File: config.mk
export PLATFORM = sky130hd
export DESIGN_NAME = microwave_timer
export DESIGN_NICKNAME = d
export VERILOG_FILES = /design/src/rtl/microwave_pkg.sv /design/src/rtl/sec_prescaler.sv /design/src/rtl/microwave_timer.sv
export SDC_FILE = /design/constraint.sdc
export NUM_CORES = 1
export LEC_CHECK = 0
export ABC_AREA = 1
export CAP_MARGIN = 20
export CORE_MARGIN = 10
export CORE_UTILIZATION = 60
export CTS_CLUSTER_SIZE = 30
export DETAILED_ROUTE_END_ITERATION = 8
export GPL_TIMING_DRIVEN = 0
export PLACE_DENSITY_LB_ADDON = 0.12
export RECOVER_POWER = 100
export SLEW_MARGIN = 20
export SYNTH_ARGS = -nofsm -noshare
export SYNTH_HDL_FRONTEND = slang
export SYNTH_SLANG_ARGS = --single-unit
export TNS_END_PERCENT = 30
File: constraint.sdc
create_clock -name clk -period 3.13 [get_ports clk]
set_input_delay 0.626 -clock clk [delete_from_list [all_inputs] [get_ports clk]]
set_output_delay 0.626 -clock clk [all_outputs]
set_load 0.05 [all_outputs]
File: src/rtl/microwave_pkg.sv
// Shared types and constants for the microwave cooking timer.
// BCD digit type, display limits and the timer state encoding.
package microwave_pkg;

  localparam int BCD_W = 4;

  typedef logic [BCD_W-1:0] bcd_t;

  localparam bcd_t BCD_MAX       = 4'd9;
  localparam bcd_t SEC_TENS_WRAP = 4'd5;

  typedef enum logic [1:0] {
    IDLE = 2'd0,
    RUN  = 2'd1,
    DONE = 2'd2
  } state_t;

endpackage

File: src/rtl/sec_prescaler.sv
// Divides clk down to a one-cycle tick every TICKS_PER_SEC enabled cycles.
// Holds its count while disabled; clr and rst return it to zero.
module sec_prescaler #(
  parameter int TICKS_PER_SEC = 50_000_000
) (
  input  logic clk,
  input  logic rst,
  input  logic clr,
  input  logic en,
  output logic tick
);

  localparam int W = (TICKS_PER_SEC > 2) ? $clog2(TICKS_PER_SEC) : 1;
  localparam logic [W-1:0] LAST = W'(TICKS_PER_SEC - 1);

  logic [W-1:0] cnt;

  assign tick = en && (cnt == LAST);

  always_ff @(posedge clk) begin
    if (rst || clr) begin
      cnt <= '0;
    end else if (en) begin
      cnt <= tick ? '0 : cnt + 1'b1;
    end
  end

endmodule

File: src/rtl/microwave_timer.sv
// MM:SS cooking-time countdown feeding the magnetron control block.
// Keypad shift-in entry, BCD borrow-chain decrement, sticky timer_done.
module microwave_timer
  import microwave_pkg::*;
#(
  parameter int TICKS_PER_SEC = 50_000_000
) (
  input  logic       clk,
  input  logic       rst,
  input  logic       clearn,
  input  logic       mag,
  input  logic [3:0] digit,
  input  logic       digit_valid,
  output logic [3:0] min_tens,
  output logic [3:0] min_ones,
  output logic [3:0] sec_tens,
  output logic [3:0] sec_ones,
  output logic       timer_done
);

  state_t state, state_nx;

  bcd_t mt, mo, st, so;
  bcd_t mt_d, mo_d, st_d, so_d;

  logic nz;
  logic dec_zero;
  logic accept;
  logic tick;
  logic pre_en;
  logic pre_clr;

  assign nz     = |{mt, mo, st, so};
  assign accept = digit_valid && !mag && (digit <= BCD_MAX);

  // The prescaler also runs on the IDLE->RUN edge so the first
  // decrement lands exactly TICKS_PER_SEC mag-high cycles later.
  assign pre_en  = clearn && mag && nz && (state != DONE);
  assign pre_clr = !clearn ||
                   ((state_nx == DONE) && (state != DONE));

  sec_prescaler #(
    .TICKS_PER_SEC(TICKS_PER_SEC)
  ) u_pre (
    .clk (clk),
    .rst (rst),
    .clr (pre_clr),
    .en  (pre_en),
    .tick(tick)
  );

  always_comb begin
    mt_d = mt;
    mo_d = mo;
    st_d = st;
    so_d = so;
    if (so != '0) begin
      so_d = so - 4'd1;
    end else if (st != '0) begin
      so_d = BCD_MAX;
      st_d = st - 4'd1;
    end else begin
      so_d = BCD_MAX;
      st_d = SEC_TENS_WRAP;
      if (mo != '0) begin
        mo_d = mo - 4'd1;
      end else begin
        mo_d = BCD_MAX;
        mt_d = mt - 4'd1;
      end
    end
  end

  assign dec_zero = ~|{mt_d, mo_d, st_d, so_d};

  always_ff @(posedge clk) begin
    if (rst) begin
      state <= IDLE;
    end else begin
      state <= state_nx;
    end
  end

  always_comb begin
    state_nx = state;
    if (!clearn) begin
      state_nx = IDLE;
    end else begin
      unique case (state)
        IDLE, RUN: begin
          if (!mag) begin
            state_nx = IDLE;
          end else if (!nz || (tick && dec_zero)) begin
            state_nx = DONE;
          end else begin
            state_nx = RUN;
          end
        end
        DONE: begin
          if (accept) state_nx = IDLE;
        end
        default: state_nx = IDLE;
      endcase
    end
  end

  always_comb begin
    timer_done = (state == DONE);
  end

  always_ff @(posedge clk) begin
    if (rst || !clearn) begin
      mt <= '0;
      mo <= '0;
      st <= '0;
      so <= '0;
    end else if (accept) begin
      mt <= mo;
      mo <= st;
      st <= so;
      so <= digit;
    end else if (tick) begin
      mt <= mt_d;
      mo <= mo_d;
      st <= st_d;
      so <= so_d;
    end
  end

  assign min_tens = mt;
  assign min_ones = mo;
  assign sec_tens = st;
  assign sec_ones = so;

endmodule

==> impl_results.rst <==
.. list-table::
   :header-rows: 1

   * - Metric
     - Value
   * - Die height
     - about 90 um
   * - Synthesized-area fraction occupied by adder cells
     - 0.00862
   * - Fraction of layout instances using a drive strength above 1
     - 0.0625
   * - Pwr/cell area
     - between 300 and 400 nW/um2
   * - Crit-path leading delay family
     - buffers and inverters
   * - Average instance area after synthesis
     - ~6.3 um2
   * - # resized after CTS
     - 0
   * - CTS Hold Buffers Added
     - 0
   * - Layout-stage area growth over the synthesis result
     - 13.1%
   * - Cell types with the largest area share after synthesis
     - sky130_fd_sc_hd__dfxtp_1, sky130_fd_sc_hd__nand2_1, sky130_fd_sc_hd__nor2_1
   * - Slew HR
     - 0.588
   * - Data required time at the worst endpoint
     - around 3300 ps
   * - Number of buffers inserted during clock tree synthesis
     - 5
   * - Residual DRC count
     - 0
   * - Fin. max-slew vios
     - 0
   * - Largest clock skew in the final design
     - 6.22 ps
   * - Peak VDD IR
     - around 0.2 mV
   * - Detailed-route vias per instance
     - between 5 and 6
   * - Worst-Margin Slew
     - roughly 600 ps
   * - DP Wirelength
     - approximately 5.7 mm
   * - Run status
     - complete, no violations
   * - Total grt overflow
     - 0
   * - CTS H-Tree Depth
     - 2
   * - Final std cells w/o fill
     - 550
   * - Multiplexer fraction of the synthesized cell area
     - 0.00690
   * - Average detailed-routed wire length per instance
     - roughly 14 um
   * - Insertion delay of the later-clocked pin in the worst-skew pair
     - approximately 310 ps
   * - Clock transition time at the flip-flop clock pins of the worst setup and hold paths
     - about 80 ps
   * - Maximum number of pins on one net before global-route repair
     - 13
   * - Startpoint Class
     - input port
   * - Buffers added on ports
     - 25
   * - Crit path time final
     - 2600 ps
   * - Count of unique library cells instantiated by Yosys
     - 35
   * - Maximum net fanout on the critical path
     - 10
   * - Ordered cell list for the critical path
     - dlygate4sd3_1 -> inv_1 -> nor3_1 -> nand2_1 -> nor2_1 -> clkinv_1 -> buf_2 -> nand3_1 -> a21oi_1
   * - Buffer count from post-CTS setup fixing
     - 0
   * - CTS sink count
     - 44
   * - Largest family of logic cells by synthesized area
     - simple AND/OR/NAND/NOR gates
   * - TritonCTS clock tree
     - yes
   * - First-pass DRT Iterations
     - 5
   * - Cell taking the most area after synthesis
     - sky130_fd_sc_hd__dfxtp_1
   * - Parity-gate share of the synthesized area counting xor and xnor cells
     - 0.0362
   * - Global-route wire length before repair
     - ~13 mm
   * - Number of setup violations in the final report
     - 0
   * - Combined area of all synthesized cells
     - between 2000 and 3000 um2
   * - Kind of critical path
     - input port to flop
   * - Complex-gate fraction of the synthesized area
     - 0.117
   * - Number of top-level design ports
     - 26
   * - Crit path buffers/inverters
     - 4
   * - Class of the tightest hold or removal check
     - flop to flop
   * - Placed insts
     - between 500 and 600
   * - Number of standard-cell rows in the floorplan
     - 25
   * - Fill cell count
     - roughly 450
   * - Core Region
     - 4690 um2
   * - Leakage component of the power
     - ~0.0013 uW
   * - Initial core utilization
     - 0.618
   * - Number of global-route vias before repair
     - roughly 2800
   * - Total length of routed wires
     - 7.62 mm
   * - Type of element capturing the critical path
     - flop
   * - Antenna diode count
     - 0
   * - Share of synthesized cell area in and, or, nand and nor gates
     - 0.424
   * - Data arrival time of the critical path
     - about 2800 ps
   * - Gate count of the mapped netlist
     - 463
   * - Delay of the slowest critical-path stage
     - 540 ps
   * - Max frequency
     - about 380 MHz
   * - Clock tree buffer depth
     - 2
   * - Antenna viol nets, final
     - 0
   * - Total vias in the final route
     - 3091
   * - Hold violation total from the final report
     - 0
   * - Number of synthesized register bits
     - between 40 and 50
   * - Overall track demand over capacity in global routing
     - 0.204
   * - Horizontal extent of the die
     - just under 90 um
   * - Post-synth top area share
     - 0.304
   * - RSZ-0062 raised after global routing
     - false
   * - Post-synth net total
     - approximately 470
   * - Fraction of the yosys area taken by sequential cells
     - 0.304
   * - Warning count from the yosys run
     - 0
   * - Cell at the root of the clock tree
     - sky130_fd_sc_hd__clkbuf_8
   * - Total of max-cap violations
     - 0
   * - Number of nets in the finished design
     - between 500 and 600
   * - Crit share post-route
     - 0.832
   * - Antenna violations before repair
     - 0
   * - Violation count after the first detailed-route iteration
     - roughly 370
   * - Final-layout setup total negative slack
     - 0 ps
   * - Cell with the biggest individual delay on the critical path
     - sky130_fd_sc_hd__dlygate4sd3_1
   * - Area enclosed by the die boundary
     - approximately 8000 um2
   * - Weighted congestion at the end of routability-driven global placement
     - between 0.9 and 1
cells in the mapped netlist:
library cell and instances:
sky130_fd_sc_hd__a211oi_1 1, sky130_fd_sc_hd__a21boi_0 1, sky130_fd_sc_hd__a21oi_1 19, sky130_fd_sc_hd__a22oi_1 7
sky130_fd_sc_hd__a31oi_1 6, sky130_fd_sc_hd__a41oi_1 1, sky130_fd_sc_hd__and2_1 1, sky130_fd_sc_hd__buf_1 1
sky130_fd_sc_hd__buf_12 1, sky130_fd_sc_hd__buf_2 3, sky130_fd_sc_hd__buf_6 1, sky130_fd_sc_hd__clkbuf_1 5
sky130_fd_sc_hd__clkinv_1 1, sky130_fd_sc_hd__dfxtp_1 44, sky130_fd_sc_hd__ha_1 2, sky130_fd_sc_hd__inv_1 59
sky130_fd_sc_hd__inv_2 2, sky130_fd_sc_hd__mux2i_1 2, sky130_fd_sc_hd__nand2_1 99, sky130_fd_sc_hd__nand2_2 6
sky130_fd_sc_hd__nand2_4 2, sky130_fd_sc_hd__nand3_1 36, sky130_fd_sc_hd__nand3b_1 2, sky130_fd_sc_hd__nand4_1 14
sky130_fd_sc_hd__nor2_1 73, sky130_fd_sc_hd__nor2_2 10, sky130_fd_sc_hd__nor2_4 5, sky130_fd_sc_hd__nor3_1 13
sky130_fd_sc_hd__nor3b_1 1, sky130_fd_sc_hd__nor4_1 3, sky130_fd_sc_hd__o21ai_0 25, sky130_fd_sc_hd__o21ai_1 1
sky130_fd_sc_hd__or2_2 4, sky130_fd_sc_hd__xnor2_1 4, sky130_fd_sc_hd__xor2_1 8
where the power goes:
group | internal [uW] | switching [uW]
clock network | 180 | 199
logic | 34.0 | 65.9
registers | 562 | 3.36
worst reg2reg max path, delay by kind of cell, from the launching register on:
kind / cells / cell delay (ps)
simple gates: 7 / 980
buf+inv: 2 / 600
fa+ha+maj: 1 / 220
compound gates: 1 / 80
flops: 1 / 430
registers in the layout, indices dropped and copies added, names as in the netlist:
name / flops
sec_ones: 4
sec_tens: 4
min_tens: 4
state: 2
u_pre.cnt: 26
min_ones: 4
kinds of logic after synthesis:
group	count (synthesis)
adder cells (fa/ha/maj)	2
buffers and inverters	73
multiplexers	2
flip-flops	44
AO/OA/AOI/OAI	61
XOR/XNOR	12
AND/OR/NAND/NOR	269
cell type report:
type | count | area [um2] | area share
Multi-Input combinational cell | 346 | 1690 | 0.515
Sequential cell | 44 | 881 | 0.268
Timing Repair Buffer | 25 | 250 | 0.0762
Inverter | 62 | 233 | 0.0709
Clock buffer | 8 | 90.1 | 0.0274
Buffer | 11 | 68.8 | 0.0210
Tap cell | 54 | 67.6 | 0.0206
layer usage:
layer | vias to the layer above | routed length (um) | part of all wire | global-route usage
li1 | 1564 | - | - | -
met1 | 1386 | 3640 | 0.48 | 0.288
met2 | 130 | 3200 | 0.42 | 0.293
met3 | 11 | 666 | 0.087 | 0.0483
met4 | 0 | 107 | 0.014 | 0.0708
met5 | - | 0 | 0 | 0
metrics by stage:
stage	cell area, um2	setup WS (ps)	hold slack [ps]	util	total power, uW
after detailed placement	3220	397	510	0.686	680
final	3280	525	524	0.699	1040
after floorplan	2900	929	490	-	647
after CTS	3310	698	525	0.705	1050
after global routing	3280	300	546	0.699	1080
after global placement	3220	460	503	0.686	679
final timing paths:
check | startpoint | to | slack (ps) | depth (start not counted)
max | mag | min_ones[3] | 530 | 9
min | min_tens[0] | min_tens[0] | 520 | 2
max reg2reg | u_pre.cnt[0] | min_ones[3] | 680 | 11
min reg2reg | min_tens[0] | min_tens[0] | 520 | 2
layout by cell type (no fill, tap or decap), types with 7 or more instances in the layout:
cell type                         synthesis  layout
sky130_fd_sc_hd__clkdlybuf4s50_1          0       7
sky130_fd_sc_hd__o21ai_0                 25      25
sky130_fd_sc_hd__nand2_1                 99     101
sky130_fd_sc_hd__nor2_1                  73      80
sky130_fd_sc_hd__nand4_1                 14      14
sky130_fd_sc_hd__xor2_1                   8       8
sky130_fd_sc_hd__a22oi_1                  7       7
sky130_fd_sc_hd__nand3_1                 36      36
sky130_fd_sc_hd__nor3_1                  13      13
sky130_fd_sc_hd__clkbuf_1                 5       7
sky130_fd_sc_hd__inv_1                   59      59
sky130_fd_sc_hd__dfxtp_1                 44      44
sky130_fd_sc_hd__dlygate4sd3_1            0      18
sky130_fd_sc_hd__a21oi_1                 19      19
Power figures use the tool's default switching activity.
